===== config.mk =====
export PLATFORM = sky130hd
export DESIGN_NAME = gmii_rx_frame_parser
export DESIGN_NICKNAME = d
export VERILOG_FILES = /design/src/rtl/gmii_rx_frame_parser.sv
export SDC_FILE = /design/constraint.sdc
export NUM_CORES = 1
export LEC_CHECK = 0
export CAP_MARGIN = 5
export CORE_AREA = 2 2 116 118
export DETAILED_ROUTE_END_ITERATION = 6
export DIE_AREA = 0 0 118 120
export GPL_ROUTABILITY_DRIVEN = 0
export PLACE_DENSITY_LB_ADDON = 0.08
export SYNTH_ARGS = -nofsm -noshare
export SYNTH_HDL_FRONTEND = slang
export SYNTH_SLANG_ARGS = --single-unit

===== constraint.sdc =====
create_clock -name gmii_rx_clk -period 2.5 [get_ports gmii_rx_clk]
set_input_delay 0.5 -clock gmii_rx_clk [delete_from_list [all_inputs] [get_ports gmii_rx_clk]]
set_output_delay 0.5 -clock gmii_rx_clk [all_outputs]
set_load 0.01 [all_outputs]

===== src/rtl/gmii_rx_frame_parser.sv =====
// GMII receive frame delineation: strips preamble/SFD, checks FCS, length and rx_er,
// and forwards the payload (FCS removed) with sop/eop markers and a per-frame status.
module gmii_rx_frame_parser #(
  parameter int MIN_LEN = 64,
  parameter int MAX_LEN = 1518
) (
  input  logic        gmii_rx_clk,
  input  logic        reset,
  input  logic [7:0]  gmii_rxd,
  input  logic        gmii_rx_dv,
  input  logic        gmii_rx_er,
  output logic        out_valid,
  output logic [7:0]  out_data,
  output logic        out_sop,
  output logic        out_eop,
  output logic        out_err,
  output logic [10:0] out_len,
  output logic        frame_ok,
  output logic        frame_bad
);

  localparam logic [1:0] IDLE     = 2'd0;
  localparam logic [1:0] PREAMBLE = 2'd1;
  localparam logic [1:0] DATA     = 2'd2;
  localparam logic [1:0] DROP     = 2'd3;

  localparam logic [7:0]  PRE_BYTE    = 8'h55;
  localparam logic [7:0]  SFD_BYTE    = 8'hD5;
  localparam logic [31:0] CRC_POLY    = 32'hEDB88320;
  localparam logic [31:0] CRC_RESIDUE = 32'hDEBB20E3;
  localparam logic [10:0] MIN_L       = 11'(MIN_LEN);
  localparam logic [10:0] MAX_L       = 11'(MAX_LEN);
  localparam logic [10:0] PIPE_DEPTH  = 11'd5;

  logic [1:0]  state;
  logic [7:0]  pipe [5];
  logic [31:0] crc;
  logic [10:0] byte_cnt;
  logic        rx_er_seen;
  logic        sop_pending;

  logic        sfd_hit;
  logic        frame_err;

  function automatic logic [31:0] crc_byte(input logic [31:0] c, input logic [7:0] d);
    logic [31:0] r;
    r = c;
    for (int unsigned i = 0; i < 8; i++) begin
      if (r[0] ^ d[i]) r = (r >> 1) ^ CRC_POLY;
      else             r = r >> 1;
    end
    return r;
  endfunction

  always_comb begin
    sfd_hit   = gmii_rx_dv && !gmii_rx_er && (gmii_rxd == SFD_BYTE) &&
                ((state == IDLE) || (state == PREAMBLE));
    frame_err = (crc != CRC_RESIDUE) || (byte_cnt < MIN_L) || (byte_cnt > MAX_L) || rx_er_seen;
  end

  always_ff @(posedge gmii_rx_clk) begin
    if (reset) begin
      state       <= IDLE;
      for (int unsigned i = 0; i < 5; i++) pipe[i] <= '0;
      crc         <= '1;
      byte_cnt    <= '0;
      rx_er_seen  <= 1'b0;
      sop_pending <= 1'b0;
      out_valid   <= 1'b0;
      out_data    <= '0;
      out_sop     <= 1'b0;
      out_eop     <= 1'b0;
      out_err     <= 1'b0;
      out_len     <= '0;
      frame_ok    <= 1'b0;
      frame_bad   <= 1'b0;
    end else begin
      out_valid <= 1'b0;
      out_sop   <= 1'b0;
      out_eop   <= 1'b0;
      out_err   <= 1'b0;
      out_len   <= '0;
      frame_ok  <= 1'b0;
      frame_bad <= 1'b0;

      case (state)
        IDLE: begin
          if (gmii_rx_dv) begin
            if (gmii_rx_er)                state <= DROP;
            else if (gmii_rxd == PRE_BYTE) state <= PREAMBLE;
            else if (gmii_rxd == SFD_BYTE) state <= DATA;
            else                           state <= DROP;
          end
        end

        PREAMBLE: begin
          if (!gmii_rx_dv)               state <= IDLE;
          else if (gmii_rx_er)           state <= DROP;
          else if (gmii_rxd == PRE_BYTE) state <= PREAMBLE;
          else if (gmii_rxd == SFD_BYTE) state <= DATA;
          else                           state <= DROP;
        end

        DATA: begin
          if (gmii_rx_dv) begin
            crc <= crc_byte(crc, gmii_rxd);
            if (byte_cnt != '1) byte_cnt <= byte_cnt + 11'd1;
            if (gmii_rx_er) rx_er_seen <= 1'b1;
            pipe[0] <= gmii_rxd;
            for (int unsigned i = 1; i < 5; i++) pipe[i] <= pipe[i-1];
            // Once five bytes are held, pipe[4] is the oldest and leaves as this byte arrives.
            if (byte_cnt >= PIPE_DEPTH) begin
              out_valid   <= 1'b1;
              out_data    <= pipe[4];
              out_sop     <= sop_pending;
              sop_pending <= 1'b0;
            end
          end else begin
            state       <= IDLE;
            sop_pending <= 1'b0;
            // The four bytes still held are the FCS and are dropped here.
            if (byte_cnt >= PIPE_DEPTH) begin
              out_valid <= 1'b1;
              out_data  <= pipe[4];
              out_sop   <= sop_pending;
              out_eop   <= 1'b1;
              out_len   <= byte_cnt - 11'd4;
              out_err   <= frame_err;
              frame_ok  <= !frame_err;
              frame_bad <= frame_err;
            end else begin
              frame_bad <= 1'b1;
            end
          end
        end

        DROP: begin
          if (!gmii_rx_dv) begin
            state     <= IDLE;
            frame_bad <= 1'b1;
          end
        end

        default: state <= IDLE;
      endcase

      if (sfd_hit) begin
        crc         <= '1;
        byte_cnt    <= '0;
        rx_er_seen  <= 1'b0;
        sop_pending <= 1'b1;
      end
    end
  end

endmodule


Yosys cells after proc, flatten, opt, wreduce, memory -nomap -nowiden
Memory sizes are Yosys's and may differ from the RTL's. A register that Yosys moved wholly into a read port is not among the register bits.
Cells that the tools add are included.
{ "totals": {"register_bits": 64, "ram_bits": 40, "inputBits": 12, "out_inout_bits": 25, "wordCells": 130, "mem_count": 1} }
{ "memory_table": {"columns": ["memory", "words", "word_bits", "rd", "rd_ports_with_merged_regs", "wr", "line_no", "text"], "rows": [
  ["pipe", 5, 8, 5, 1, 5, "36", "logic [7:0] pipe [5];"]
]} }
{ "classes": {"add_sub_neg": 2, "magnitude_cmp": 3, "n_eq_ne": 10, "muxes": 56, "bitwise_logic": 23, "reduce_logical": 23} }
{ "ops": {"columns": ["operator", "count"], "rows": [
  ["32-bit two-way mux", 29],
  ["13-bit NOT with 14-bit output", 8],
  ["8-bit two-way mux", 5],
  ["32-bit inequality test (second input constant)", 1],
  ["1-bit two-way mux", 15],
  ["11-bit by 1-bit adder with 11-bit output (second input constant)", 1],
  ["11-bit by 3-bit greater-or-equal comparator with 1-bit output (second input constant)", 1],
  ["11-bit greater-than comparator (second input constant)", 1],
  ["11-bit by 7-bit less-than comparator with 1-bit output (second input constant)", 1],
  ["11-bit inequality test (second input constant)", 1],
  ["11-bit by 3-bit subtractor with 11-bit output (second input constant)", 1],
  ["2-bit two-way mux", 5],
  ["8-bit by 7-bit equality test with 1-bit output (second input constant)", 1],
  ["8-bit equality test (second input constant)", 1],
  ["2-bit AND reduction", 4],
  ["1-bit bitwise XOR", 8],
  ["2-bit one-hot mux with 3 select lines", 1],
  ["3-bit AND reduction", 2],
  ["2-bit OR reduction", 3],
  ["3-bit OR reduction", 2],
  ["1-bit bitwise OR", 5],
  ["2-bit equality test (second input constant)", 2],
  ["1-bit logical OR", 4],
  ["2-bit inequality test (second input constant)", 2],
  ["other kinds (9)", 13]
]} }

Longest topological paths before layout
Gate-level depths: netlist (run 1).
{ "logic_depth": {"depth_word": 37, "mapped_depth": 9, "ltp_nobuf": 7} }

Worst setup path after synthesis (run 1)
Ideal clock, no wire load.
{ "synth_path": {"path_kind": "in2reg", "start": "input port reset", "end": "memory pipe[0][0] (enable)", "setup_ns": 0.404, "arrival_ns": 1.806, "required_ns": 2.096, "path_slack_ns": 0.290, "path_stages": 2, "n_path_buf": 1, "cell_sequence": "clkbuf_1 > nand2b_1"} }
{ "synth_lines": {"columns": ["item", "line_no", "text"], "rows": [
  ["from (decl)", "8", "input logic reset,"],
  ["to (decl)", "36", null]
]} }

Worst setup path in the final report (run 1)
{ "layout_path": {"start": "input port gmii_rxd[4]", "end": "register crc[23]"} }
{ "layout_between": {"elab_chain_cells": 16, "elab_cells_between_ends": 20, "classes_between": "eq/ne (1); mux (13); bitwise (3); reduce/logical (3)"} }
{ "layout_lines": {"columns": ["item", "line_no", "text"], "rows": [
  ["from (decl)", "9", "input logic [7:0] gmii_rxd,"],
  ["1-bit bitwise XOR", "49", "if (r[0] ^ d[i]) r = (r >> 1) ^ CRC_POLY;"],
  ["32-bit two-way mux", "49", null],
  ["32-bit two-way mux", "105", "if (gmii_rx_dv) begin"],
  ["32-bit two-way mux", "86", "case (state)"],
  ["32-bit two-way mux", "62", "if (reset) begin"],
  ["32-bit two-way mux", "49", null],
  ["32-bit two-way mux", "105", null],
  ["32-bit two-way mux", "86", null],
  ["32-bit two-way mux", "62", null],
  ["13-bit NOT with 14-bit output (no line)", null, null],
  ["32-bit two-way mux", "49", null],
  ["32-bit two-way mux", "105", null],
  ["32-bit two-way mux", "86", null],
  ["32-bit two-way mux", "62", null],
  ["13-bit NOT with 14-bit output (no line)", null, null],
  ["32-bit two-way mux", "49", null],
  ["to (signal assigned)", "106", "crc <= crc_byte(crc, gmii_rxd);"],
  ["to (decl)", "37", "logic [31:0] crc;"]
]} }
Parallel ways exist; a longest one is shown, timed or not. The select of a mux whose other input is x is not followed.
A chain may end at the register's enable or synchronous reset.

==> impl_metrics.yaml, run 1 <==
final_layout:
  syn2layout_area_growth_pct: 19.31
  drive_gt1_share_pct: 10.28
  post_route_insts_no_fill: 682
  layout_net_count: 518
  antenna-diode-count: 0
  stdcell_area_um2: 6038
  num-fill-cells: 1248
place:
  detailed_place.area_um2: 5778
  buffer_ports.inserted: 36
  detailed_place_hpwl_mm: 6.846
  numPlacedInstances: 666
critical_path:
  critical_path.endpoint_type: "flop"
  critical_path_required_ns: 2.78
  critPathLaunchType: "primary input"
  crit_fanout: 4
  timing.setup.critical_path_class: "primary input to flop"
  critPathArrivalTime_ns: 2.35
route:
  antenna_violating_nets_post_route: 0
  detail_route.first_pass.iterations: 4
  avgViaCountPerCell: 4.685
  detail_route.drc_violations: 0
  vias: 3195
  drt_wl_total_mm: 9.683
  avgRoutedWirePerCell_um: 14.20
  drt_iter0_markers: 141
power_and_ir_drop:
  powerDensity_nw_per_um2: 666.7
  power_leakage_nw: 2.419
  peakVddDrop_uv: 307.5
cts:
  numClockSinks: 112
  cts-hold-fix-buffers: 0
  cts.reportedPaths.clkPinSlew_ns: 0.07
  clock_path_buffers: 2
  ctsRootBufferMaster: "sky130_fd_sc_hd__clkbuf_16"
  cts_tree: "built"
  cts_made_buffers: 9
  clkLatencyLatePin_ns: 0.36
  postcts_resize_cnt: 0
  post_cts_buffers: 0
  cts-htree-levels: 3
timing:
  timing_hold_violations_final: 0
  fin_worst_hold_slack_ns: 0.4621
  period_minus_slack_ns: 2.071
  fin_crit_share_pct: 82.86
  setup_viol_count_final: 0
  setup_tns_ns: 0
  maxClockFrequency_ghz: 0.4828
  worst_max_slew_margin_expressed_relative_to_the_limit_pct: 59.23
  finClkSkew_ns: 0.005509
  drv_slew: 0
  max_slew.worst_pin.slew_ns: 0.6116
  rsz0062_at_grt: "no"
global_routing:
  wire_length_of_the_first_global_routing_pass_mm: 16.14
  antenna_found_initial: 0
  grt_total_ovfl: 0
  grt_start_max_net_pins: 65
  via_count_of_the_first_global_routing_pass: 3048
  grt_util_all_layers_pct: 14.77
synthesis:
  syn_inst: 455
  synthDominantAreaCellType: "sky130_fd_sc_hd__dfxtp_1"
  synth_common_cells: "sky130_fd_sc_hd__dfxtp_1, sky130_fd_sc_hd__xnor2_1, sky130_fd_sc_hd__nand2_1"
  synth_nets: 472
  synth-edff-count: 40
  syn_avg_cell_area_um2: 11.12
  netlist-cell-type-count: 41
  post_synth_main_area_contributors: "sky130_fd_sc_hd__dfxtp_1, sky130_fd_sc_hd__edfxtp_1, sky130_fd_sc_hd__xnor2_1, sky130_fd_sc_hd__and2_1, sky130_fd_sc_hd__o211ai_1"
  ys_dominant_reg_cell: "sky130_fd_sc_hd__dfxtp_1"
  synth_top_area_share_pct: 28.48
  synthArstFlopShare_pct: 0
  syn-cell-area_um2: 5061
  yosysWarningCount: 0
  synth.most_common_cell: "sky130_fd_sc_hd__dfxtp_1"
  ys_ff_latch: 112
  yosysSeqAreaShare_pct: 52.21
flow_run:
  maxCapViolCount: 0
floorplanning:
  core_area_um2: 12980
  die_x_um: 118
  die_area_um2: 14160
  die_h_um: 120
  start_util_pct: 38.99
  std_cell_rows: 42
  design.portCount: 37
hold_path:
  hold_class: "flop to flop"
run_status:
  status: "finished, final reports clean"
[kinds of logic (layout without fill, tap and decap cells)]
kind of cell	count (synthesis)	after routing	synth area share [%]
and+or+nand+nor	164	164	16.66
DFF	112	112	52.21
xor gates and xnor gates	83	83	18.22
AOI/OAI and AO/OA	51	51	7.565
buffers and inverters	31	82	2.324
muxes	9	9	1.780
adders and majority gates	5	5	1.236
[power breakdown]
part           switching, W  internal [W]  leakage [nW]
Clock              0.000645      0.000683         0.121
Combinational      0.000343      0.000353          1.29
Sequential        0.0000484       0.00195          1.00
[critical path, cell delays in order]
cell,delay [ns]
sky130_fd_sc_hd__clkdlybuf4s50_1,0.58
sky130_fd_sc_hd__xor2_2,0.17
sky130_fd_sc_hd__xnor3_1,0.47
sky130_fd_sc_hd__xnor2_2,0.23
sky130_fd_sc_hd__xnor3_1,0.26
sky130_fd_sc_hd__o211ai_2,0.14
[final timing paths]
kind,slack (ns),startpoint,cells after the start,end
max reg2reg,0.54,byte_cnt[2],6,out_len[6]
max,0.43,gmii_rxd[4],6,crc[23]
min reg2reg,0.46,sop_pending,1,out_sop
min,0.46,sop_pending,1,out_sop
[routing by layer]
layer / share of wire [%] / vias to the layer above / wire, um / global-route usage (%)
met2: 46 / 62 / 4491 / 23.36
met3: 4.1 / 13 / 398 / 2.424
met4: 2.1 / 0 / 208 / 7.229
li1: - / 1645 / - / -
met1: 47 / 1475 / 4585 / 19.73
met5: 0 / - / 0 / 0
[layout make-up]
cell class	instances	area (um2)	share of cell area [%]
clock buffer	14	244.0	4.041
sequential	112	2643	43.76
timing repair buffer	58	575.6	9.532
tap	176	220.2	3.647
inverter	8	30.03	0.4973
clock inverter	2	16.27	0.2694
multi-input combinational	312	2310	38.25
[registers in the layout (all words and copies together), names as in the netlist, 2 cells and up]
register / count
out_len: 11
byte_cnt: 11
state: 2
out_data: 8
pipe: 40
crc: 32
[placed cells by master, fill, tap and decap left out, drive strengths merged, types with 2 or more instances in the layout]
cell / synthesis / final
clkdlybuf4s50: 0 / 36
o211ai: 33 / 33
o21ai: 3 / 3
edfxtp: 40 / 40
a21oi: 5 / 5
buf: 1 / 22
and2: 40 / 40
xnor2: 57 / 57
dfxtp: 72 / 72
and4: 3 / 3
nor4bb: 2 / 2
a211oi: 4 / 4
xor2: 23 / 23
nand2b: 5 / 5
mux2i: 9 / 9
o31a: 2 / 2
nor4: 3 / 3
ha: 5 / 5
nor2b: 3 / 3
nand4: 5 / 5
clkbuf: 22 / 14
nand3: 3 / 3
nand4b: 3 / 3
xnor3: 3 / 3
inv: 8 / 9
nand2: 43 / 43
nor4b: 2 / 2
nor3: 6 / 6
nor2: 42 / 42
[per-stage QoR]
stage	setup WS, ns	util, %	power (W)
final	0.4285	46.52	0.004025
after floorplan	0.2904	-	0.002550
after global routing	0.3046	46.52	0.004201
after CTS	0.4044	46.52	0.004076
after detailed placement	0.03504	44.52	0.002747
after global placement	0.07864	44.52	0.002747
Note: power is estimated with default switching activity, not from simulation.
==> run 2, diff against run 1 <==
==> constraint.sdc (replaced) <==
create_clock -name gmii_rx_clk -period 2.1 [get_ports gmii_rx_clk]
set_input_delay 0.42 -clock gmii_rx_clk [delete_from_list [all_inputs] [get_ports gmii_rx_clk]]
set_output_delay 0.42 -clock gmii_rx_clk [all_outputs]
set_load 0.01 [all_outputs]
==> run 2 against run 1 <==
Clock skew down 0.00063 ns. Global-route usage up 0.48 points. Clock-buffer cell count decreased by 4. Clock power rose by 47%. Design area grew 5.3%. Combinational power grew 38%. Via count up 4.1%. First-iteration DRC count rose by 12%. Register-to-register slack got worse by 0.27 ns. Critical path depth did not move. Routed wire length grew 3.5%.
==> impl_metrics.yaml, run 2 (same netlist as run 1, synthesis figures left out) <==
run_status:
  status: "finished, final reports clean"
global_routing:
  grt_util_all_layers_pct: 15.26
  grt_start_max_net_pins: 65
  top_usage_layer: "met2"
  met3_usage_pct: 2.567
  grt_total_ovfl: 0
  global_route.usage.met1_pct: 20.27
  wire_length_of_the_first_global_routing_pass_mm: 16.66
  antenna_found_initial: 0
  globalRouteMet2Util_pct: 24.35
  via_count_of_the_first_global_routing_pass: 3169
route:
  vias: 3327
  detail_route.first_pass.iterations: 4
  avgViaCountPerCell: 4.673
  drt_iter0_markers: 158
  detail_route.drc_violations: 0
  antenna_violating_nets_post_route: 0
  drt_wl_total_mm: 10.03
  avgRoutedWirePerCell_um: 14.08
critical_path:
  critical_path_required_ns: 2.39
  critPathArrivalTime_ns: 2.28
  cell_at_the_slowest_stage_of_the_critical_path: "sky130_fd_sc_hd__clkdlybuf4s50_1"
  timing.setup.critical_path_class: "primary input to flop"
  critical_path.endpoint_type: "flop"
  crit_fanout: 4
  timing.critical_path.mode_cell: "sky130_fd_sc_hd__xnor3_1"
  critPathLaunchType: "primary input"
  worstPathCellList: "clkdlybuf4s50_1, xnor2_4, xnor3_1, xnor2_2, xnor3_1, o211ai_2"
  critical_path.max_stage_delay_ns: 0.52
floorplanning:
  die_area_um2: 14160
  die_h_um: 120
  std_cell_rows: 42
  design.portCount: 37
  core_area_um2: 12980
  start_util_pct: 38.99
  die_x_um: 118
timing:
  rsz0062_at_grt: "no"
  fin_worst_hold_slack_ns: 0.4817
  drv_slew: 0
  worst_max_slew_margin_expressed_relative_to_the_limit_pct: 71.42
  setup_viol_count_final: 0
  timing.final.ws_setup_ns: 0.1016
  period_minus_slack_ns: 1.998
  maxClockFrequency_ghz: 0.5004
  max_slew.worst_pin.slew_ns: 0.4266
  timing_hold_violations_final: 0
  finClkSkew_ns: 0.004882
  fin_crit_share_pct: 95.16
cts:
  ctsRootBufferMaster: "sky130_fd_sc_hd__clkbuf_16"
  cts_tree: "built"
  cts-hold-fix-buffers: 0
  clock_path_buffers: 2
  cts-htree-levels: 3
  clkLatencyLatePin_ns: 0.35
  cts_made_buffers: 9
  postcts_resize_cnt: 0
  numClockSinks: 112
  post_cts_buffers: 0
  cts.reportedPaths.clkPinSlew_ns: 0.07
hold_path:
  hold_class: "flop to flop"
final_layout:
  stdcell_area_um2: 6360
  antenna-diode-count: 0
  number_of_flip_flops_in_the_largest_register: 40
  syn2layout_area_growth_pct: 25.66
  largestRegisters: "pipe (40), crc (32)"
  drive_gt1_share_pct: 16.23
  layout_net_count: 548
  final_common_cell: "sky130_fd_sc_hd__dfxtp_1"
  layout_common_cells: "sky130_fd_sc_hd__dfxtp_1, sky130_fd_sc_hd__buf_4, sky130_fd_sc_hd__xnor2_1"
  largest-register: "pipe"
flow_run:
  maxCapViolCount: 0
place:
  buffer_ports.inserted: 36
  worst_setup_timing_slack_at_the_placement_stage_ns: -0.2841
  detailed_place_hpwl_mm: 7.073
  detailed_place.area_um2: 6016
power_and_ir_drop:
  power_leakage_nw: 2.613
  powerDensity_nw_per_um2: 833.8
  peakVddDrop_uv: 369.8
run 2: cell count changes in the layout (fill, tap and decap cells not counted), sizes merged:
| cell | change |
|---|---|
| clkbuf | -4 |
| inv | +2 |
| bufinv | +2 |
| buf | +30 |
run 2: final timing paths:
path,start,end,slack (ns),cells past startpoint
worst min register to register,sop_pending,out_sop,0.48,1
worst min-delay path,sop_pending,out_sop,0.48,1
worst max-delay path,gmii_rxd[1],crc[20],0.10,6
worst max register to register,byte_cnt[2],out_len[6],0.27,7
run 2: routing by layer:
metal	vias up	part of all wire, %
met2	51	46
met4	0	2.1
met3	13	3.0
li1	1713	-
met1	1550	49
met5	-	0
run 2: worst max-delay path: cells and delay by family:
kind / cells / cell delay [ns]
AOI/OAI and AO/OA: 1 / 0.14
xor gates and xnor gates: 4 / 1.20
buffers and inverters: 1 / 0.52
run 2: cell type report:
cell class              instances  area (um2)
clock buffers                  10       250.2
multi-input cells             312        2310
clock inverters                 6       93.84
repair buffers                 88       813.3
fillers                      1229        6620
well taps                     176       220.2
inverters                       8       30.03
flip-flops and latches        112        2643
run 2: metrics by stage:
stage / power, W / std cells / setup TNS, ns / util (%)
floorplan: 0.003035 / 455 / 0 / -
global placement: 0.003393 / 696 / -5.096 / 46.35
detailed placement: 0.003406 / 696 / -5.075 / 46.35
CTS: 0.005371 / 712 / 0 / 49.00
global route: 0.005529 / 712 / 0 / 49.00
finish: 0.005303 / 712 / 0 / 49.00
run 2: where the power goes:
| group | internal (W) | leakage, nW | switching (W) |
|---|---|---|---|
| sequential | 0.00232 | 1.00 | 0.0000583 |
| combinational | 0.000529 | 1.44 | 0.000435 |
| clock | 0.00113 | 0.167 | 0.000825 |
